===== config.mk =====
export PLATFORM = sky130hd
export DESIGN_NAME = clint_mh
export DESIGN_NICKNAME = d
export VERILOG_FILES = /design/src/rtl/clint_mh_pkg.sv /design/src/rtl/clint_mh_timer.sv /design/src/rtl/clint_mh.sv
export SDC_FILE = /design/constraint.sdc
export NUM_CORES = 1
export LEC_CHECK = 0
export ABC_AREA = 0
export BUFFER_PORTS_ARGS = -buffer_cell sky130_fd_sc_hd__buf_4
export CAP_MARGIN = 5
export CORE_UTILIZATION = 59
export DETAILED_ROUTE_END_ITERATION = 8
export PLACE_DENSITY = 0.79
export SETUP_SLACK_MARGIN = 0.15
export SLEW_MARGIN = 20
export SYNTH_ARGS = -nofsm -noshare
export SYNTH_HDL_FRONTEND = slang
export SYNTH_SLANG_ARGS = --single-unit

===== constraint.sdc =====
create_clock -name CLK -period 2.82 [get_ports CLK]
set_input_delay 0.564 -clock CLK [delete_from_list [all_inputs] [get_ports CLK]]
set_output_delay 0.564 -clock CLK [all_outputs]
set_load 0.03 [all_outputs]

===== src/rtl/clint_mh_pkg.sv =====
// clint_mh shared definitions: register offsets,
// interrupt cause codes and the byte-strobe merge helper.
package clint_mh_pkg;

  localparam logic [15:0] MSIP_OFS     = 16'h0000;
  localparam logic [15:0] MTIMECMP_OFS = 16'h4000;
  localparam logic [15:0] MTIME_OFS    = 16'hBFF8;

  localparam logic [3:0] CAUSE_MSI = 4'd3;
  localparam logic [3:0] CAUSE_MTI = 4'd7;

  function automatic logic [31:0] strb_merge(
    input logic [31:0] old,
    input logic [31:0] wd,
    input logic [3:0]  strb
  );
    logic [31:0] r;
    r = old;
    for (int i = 0; i < 4; i++) begin
      if (strb[i]) r[8*i +: 8] = wd[8*i +: 8];
    end
    return r;
  endfunction

endpackage


===== src/rtl/clint_mh_timer.sv =====
// Prescaler plus 64-bit mtime with word write ports.
// Ports: clk/rst_n, wr_lo/wr_hi + wstrb/wdata, mtime, tick.
module clint_mh_timer
  import clint_mh_pkg::*;
#(
  parameter logic [31:0] TICK_CNT = 32'd100
) (
  input  logic        clk,
  input  logic        rst_n,
  input  logic        wr_lo,
  input  logic        wr_hi,
  input  logic [3:0]  wstrb,
  input  logic [31:0] wdata,
  output logic [63:0] mtime,
  output logic        tick
);

  logic [31:0] presc;

  assign tick = (presc == TICK_CNT - 32'd1);

  always_ff @(posedge clk or negedge rst_n) begin
    if (!rst_n) begin
      presc <= '0;
    end else if (tick) begin
      presc <= '0;
    end else begin
      presc <= presc + 32'd1;
    end
  end

  // A CPU write to either word suppresses the
  // increment for that cycle.
  always_ff @(posedge clk or negedge rst_n) begin
    if (!rst_n) begin
      mtime <= '0;
    end else if (wr_lo || wr_hi) begin
      if (wr_lo)
        mtime[31:0] <= strb_merge(mtime[31:0], wdata, wstrb);
      if (wr_hi)
        mtime[63:32] <= strb_merge(mtime[63:32], wdata, wstrb);
    end else if (tick) begin
      mtime <= mtime + 64'd1;
    end
  end

endmodule


===== src/rtl/clint_mh.sv =====
// Multi-hart CLINT: msip/mtimecmp per hart, shared mtime.
// Ports: bus read (RDEN..RDATA), write (WREN..WDATA), INT_EN/INT_CODE.
module clint_mh
  import clint_mh_pkg::*;
#(
  parameter logic [31:0] BASE_ADDR = 32'h0200_0000,
  parameter int          HART_NUM  = 1,
  parameter logic [31:0] TICK_CNT  = 32'd100
) (
  input  logic                  CLK,
  input  logic                  RST_N,
  input  logic                  RDEN,
  input  logic [31:0]           RIADDR,
  output logic [31:0]           ROADDR,
  output logic                  RVALID,
  output logic [31:0]           RDATA,
  input  logic                  WREN,
  input  logic [3:0]            WSTRB,
  input  logic [31:0]           WADDR,
  input  logic [31:0]           WDATA,
  output logic [HART_NUM-1:0]   INT_EN,
  output logic [4*HART_NUM-1:0] INT_CODE
);

  localparam logic [13:0] MT_LO_W = MTIME_OFS[15:2];
  localparam logic [13:0] MT_HI_W = MTIME_OFS[15:2] + 14'd1;

  logic                     w_hit;
  logic                     r_hit;
  logic [13:0]              w_word;
  logic [13:0]              r_word;
  logic [63:0]              mtime;
  logic                     tick;
  logic [HART_NUM-1:0]      msip;
  logic [HART_NUM-1:0][63:0] cmp;
  logic [31:0]              rd_data;
  logic                     unused_ok;

  assign w_hit  = WREN && (WADDR[31:16] == BASE_ADDR[31:16]);
  assign r_hit  = RDEN && (RIADDR[31:16] == BASE_ADDR[31:16]);
  assign w_word = WADDR[15:2];
  assign r_word = RIADDR[15:2];

  assign unused_ok = ^{WADDR[1:0], RIADDR[1:0], tick};

  clint_mh_timer #(
    .TICK_CNT (TICK_CNT)
  ) u_timer (
    .clk   (CLK),
    .rst_n (RST_N),
    .wr_lo (w_hit && (w_word == MT_LO_W)),
    .wr_hi (w_hit && (w_word == MT_HI_W)),
    .wstrb (WSTRB),
    .wdata (WDATA),
    .mtime (mtime),
    .tick  (tick)
  );

  for (genvar h = 0; h < HART_NUM; h++) begin : g_hart
    localparam logic [13:0] MSIP_W =
      MSIP_OFS[15:2] + 14'(h);
    localparam logic [13:0] CMP_W =
      MTIMECMP_OFS[15:2] + 14'(2 * h);

    logic        msip_r;
    logic [63:0] cmp_r;
    logic        mtip;
    logic        en_r;
    logic [3:0]  code_r;

    always_ff @(posedge CLK or negedge RST_N) begin
      if (!RST_N) begin
        msip_r <= 1'b0;
        cmp_r  <= '1;
      end else begin
        if (w_hit && (w_word == MSIP_W) && WSTRB[0])
          msip_r <= WDATA[0];
        if (w_hit && (w_word == CMP_W))
          cmp_r[31:0] <= strb_merge(cmp_r[31:0], WDATA, WSTRB);
        if (w_hit && (w_word == CMP_W + 14'd1))
          cmp_r[63:32] <= strb_merge(cmp_r[63:32], WDATA, WSTRB);
      end
    end

    assign mtip = (mtime >= cmp_r);

    // Software interrupt outranks the timer.
    always_ff @(posedge CLK or negedge RST_N) begin
      if (!RST_N) begin
        en_r   <= 1'b0;
        code_r <= '0;
      end else if (msip_r) begin
        en_r   <= 1'b1;
        code_r <= CAUSE_MSI;
      end else if (mtip) begin
        en_r   <= 1'b1;
        code_r <= CAUSE_MTI;
      end else begin
        en_r   <= 1'b0;
        code_r <= '0;
      end
    end

    assign msip[h]            = msip_r;
    assign cmp[h]             = cmp_r;
    assign INT_EN[h]          = en_r;
    assign INT_CODE[4*h +: 4] = code_r;
  end

  always_comb begin
    rd_data = '0;
    for (int h = 0; h < HART_NUM; h++) begin
      if (r_word == MSIP_OFS[15:2] + 14'(h))
        rd_data = {31'b0, msip[h]};
      if (r_word == MTIMECMP_OFS[15:2] + 14'(2 * h))
        rd_data = cmp[h][31:0];
      if (r_word == MTIMECMP_OFS[15:2] + 14'(2 * h + 1))
        rd_data = cmp[h][63:32];
    end
    if (r_word == MT_LO_W) rd_data = mtime[31:0];
    if (r_word == MT_HI_W) rd_data = mtime[63:32];
  end

  // Misses leave RDATA/ROADDR holding the last hit.
  always_ff @(posedge CLK or negedge RST_N) begin
    if (!RST_N) begin
      RVALID <= 1'b0;
      RDATA  <= '0;
      ROADDR <= '0;
    end else begin
      RVALID <= r_hit;
      if (r_hit) begin
        RDATA  <= rd_data;
        ROADDR <= RIADDR;
      end
    end
  end

endmodule


==> metrics.log <==
[metrics] run status: finished, violations left
[metrics] violated checks: negative hold slack
[metrics] number of global-route vias before repair: 11,324
[metrics] areal power density over the cells: 431 nW/um^2
[metrics] MaxCap Viol Count: 0
[metrics] utilization of the core after routing: 0.735
[metrics] number of inserted diodes: 0
[metrics] worst hold slack: -0.0125 ns
[metrics] final worst slack: 0.245 ns
[metrics] post-route insts no fill: 1,868
[metrics] worst endpoint data arrival time: 2.97 ns
[metrics] number of iterations in the first detailed-routing pass: 5
[metrics] Root Buffer: sky130_fd_sc_hd__clkbuf_16
[metrics] RSZ-0062 raised after global routing: no
[metrics] buffer depth of the longest clock path: 3
[metrics] Post-DP HPWL: 26,800 um
[metrics] vertical die dimension: 150 um
[metrics] clock power share: 0.473
[metrics] Post-Place Worst Slack: 0.0715 ns
[metrics] all-layer global routing usage: 0.338
[metrics] number of placement rows: 53
[metrics] reported net switching power: 0.00146 W
[metrics] average cell area after synthesis: 9.37 um^2
[metrics] Critical Path Fanout Max: 3
[metrics] achievable clock frequency: 388 MHz
[metrics] CP Data Required Time: 3.22 ns
[metrics] number of clock sinks seen by CTS: 228
[metrics] critical path cell sequence: ha_1, nand2b_1, a211o_1, a21oi_1, o21ai_0, a221oi_2, o21ai_2, or2_2
[metrics] TritonCTS clock tree: built
[metrics] Leakage: 7.04 nW
[metrics] TritonCTS Buffers: 24
[metrics] IO buf count: 170
[metrics] area added between synthesis and finish: 20.8%
[metrics] hold buffer count at cts: 0
[metrics] antenna violations before repair: 0
[metrics] Primary FF master, synth: sky130_fd_sc_hd__dfrtp_1
[metrics] Unique masters post-synth: 62
[metrics] count of nets after finishing: 1,745
[metrics] vias per inst: 6.34
[metrics] count of flip-flops with a built-in enable after synthesis: 0
[metrics] Slowest Stage Delay on Critical Path: 0.55 ns
[metrics] Max-slew headroom: 0.490
[metrics] number of warning messages in the yosys log: 0
[metrics] share of the clock period used by the worst path after layout: 0.913
[metrics] worst-case vdd ir drop: 0.586 mV
[metrics] count of endpoints failing hold in the final timing report: 5
[metrics] clock slew at the register clock pins of the worst setup and hold paths: 0.06 ns
[metrics] CP startpoint kind: register
[metrics] maximum level of the CTS H-tree: 1
[metrics] first-pass GRT wire length: 59,600 um
[metrics] final wirelength: 37,300 um
[metrics] Clock Skew: 0.00960 ns
[metrics] Setup-failing EPs final: 0
[metrics] share of flip-flops with an asynchronous set or reset: 1.00
[metrics] internal power: 0.00529 W
[metrics] cell with the largest stage delay on the worst path: sky130_fd_sc_hd__dfstp_2
[metrics] Worst Max-Slew Pin Slew: 0.758 ns
[metrics] total nets after synthesis: 1,553
[metrics] class of the most critical hold timing path: in2async
[metrics] Die Area: 22,600 um^2
[metrics] Ports: 174
[metrics] kind of critical path: reg2reg
[metrics] Post-Synthesis Cells: 1,383
[metrics] DRC marker count from the first detailed-route iteration: 1,252
[metrics] ANT nets after route: 0
[metrics] filler cell count: 1,568
[metrics] Final Max Slew Viols: 0
[metrics] sequential cell fraction of total power: 0.486
[metrics] Yosys reg bits: 228
[metrics] core box area: 21,300 um^2
[metrics] count of placed standard cells including taps: 1,823
[metrics] Tot Pwr: 0.00675 W
[metrics] number of vias in the routed layout: 11,836
[metrics] proportion of total power due to net switching: 0.216
[metrics] initial cell density of the core: 0.609
[metrics] die boundary width: 150 um
[metrics] area of the mapped netlist: 13,000 um^2
[metrics] final total negative setup slack: 0 ns
[metrics] final global-route overflow total: 0
[metrics] share of layout cells above drive strength 1: 0.284
[metrics] maximum number of pins on one net before global-route repair: 70
[metrics] Worst-Skew Late Latency: 0.52 ns
[metrics] gp weighted congestion: 0.959
[metrics] DRC violations left: 0
[metrics] register area share after synthesis: 0.446
[metrics] portion of total power attributed to combinational logic: 0.041
[metrics] average wire per cell in the routed design: 20.0 um
[metrics] crit end category: register
[metrics] time the worst path needs with I/O delays and setup: 2.58 ns
-- kinds of logic after synthesis --
logic type / Yosys count / share of synthesized area
xor+xnor: 30 / 0.0203
fa+ha+maj: 66 / 0.0637
mux: 93 / 0.0804
other cells: 1 / 0.000289
buf+inv: 139 / 0.0454
flops: 228 / 0.446
simple gates: 473 / 0.181
compound gates: 353 / 0.163
-- routing by layer --
layer	GRT usage	vias up	wire, um
met5	0	-	0
met4	0.134	0	1230
met3	0.0636	106	3790
met2	0.520	646	16800
met1	0.473	5650	15500
li1	-	5434	-
-- through the flow --
stage               cell area, um^2  hold WS [ns]
CTS                           15600        0.0157
global placement              14800         0.453
detailed placement            14800         0.454
finish                        15700       -0.0125
global route                  15700        0.0366
floorplan                     13000         0.268
-- power by group through the flow --
stage	Clock [W]	Combinational (W)	Sequential, W
2_1_floorplan	0	0.0000373	0.00334
3_3_place_gp	0	0.000275	0.00333
3_5_place_dp	0	0.000279	0.00334
4_1_cts	0.00322	0.000280	0.00328
5_1_grt	0.00336	0.000303	0.00328
6_report	0.00319	0.000279	0.00328
-- state kept, by name (all words and copies together) (netlist names) --
signal / flops
u_timer.presc: 32
RDATA: 32
INT_CODE: 2
g_hart.msip_r: 1
cmp: 64
ROADDR: 32
u_timer.mtime: 64
RVALID: 1
-- worst paths after layout --
path                                  start          end  slack (ns)  cells past startpoint
hold reg to reg            g_hart[0].msip_r  INT_CODE[2]        0.46                      1
setup / recovery                     cmp[0]  INT_CODE[1]        0.24                      8
hold / removal                        RST_N    RDATA[31]       -0.01                      1
max in group asynchronous             RST_N      cmp[51]        1.96                      2
setup reg to reg                     cmp[0]  INT_CODE[1]        0.24                      8
min in group CLK                  RIADDR[0]    ROADDR[0]        0.28                      2
-- cell usage in the layout (no fill, tap or decap), drive strengths merged, types with 22 or more instances in the layout --
| master | Yosys | final |
|---|---|---|
| nand3 | 74 | 74 |
| inv | 74 | 74 |
| a221oi | 31 | 31 |
| buf | 23 | 231 |
| a22oi | 32 | 32 |
| dfstp | 64 | 64 |
| mux2 | 89 | 89 |
| nand4 | 39 | 39 |
| a21oi | 161 | 161 |
| nor2 | 105 | 105 |
| o22ai | 32 | 32 |
| o21ai | 65 | 65 |
| ha | 66 | 66 |
| nor3 | 22 | 22 |
| clkbuf | 42 | 39 |
| nand2 | 137 | 137 |
| dfrtp | 164 | 164 |
-- worst max-delay path, delay by kind of cell, from the launching register on --
family          cells  cell delay, ns
compound gates      5            1.26
fa+ha+maj           1            0.22
flops               1            0.55
simple gates        2            0.44
-- cells in the mapped netlist, drive strengths merged (7+ instances only) --
cell,n,area (um^2)
xor2,9,78.8
ha,66,826
a21oi,161,806
nor4,21,150
o22ai,32,200
nand4,39,244
nand2,137,519
dfrtp,164,4100
a221oi,31,278
and3,10,62.6
nor2,105,402
xnor2,21,184
clkbuf,42,158
a22oi,32,240
inv,74,278
nor3,22,115
nor2b,18,113
a211oi,7,57.6
dfstp,64,1680
and4,11,96.3
buf,23,153
mux2,89,1000
nand3,74,370
o21ai,65,325
-- what timing repair did --
action | CTS | global route
setup endpoints to repair | 2 | 25
gates resized for setup | 1 | 14
setup buffers | 0 | 1
pin swaps | 0 | 4
hold endpoints to repair | 0 | 0
-- area by class of cell --
cell class              count  area, um^2  share of cell area
clock buffers              39         748              0.0478
repair buffers            231        1780               0.114
inverters                  74         278              0.0177
multi-input cells        1016        6670               0.426
flip-flops and latches    228        5790               0.370
clock inverters             5        50.0             0.00320
well taps                 275         344              0.0220
Note: power is estimated with default switching activity, not from simulation.
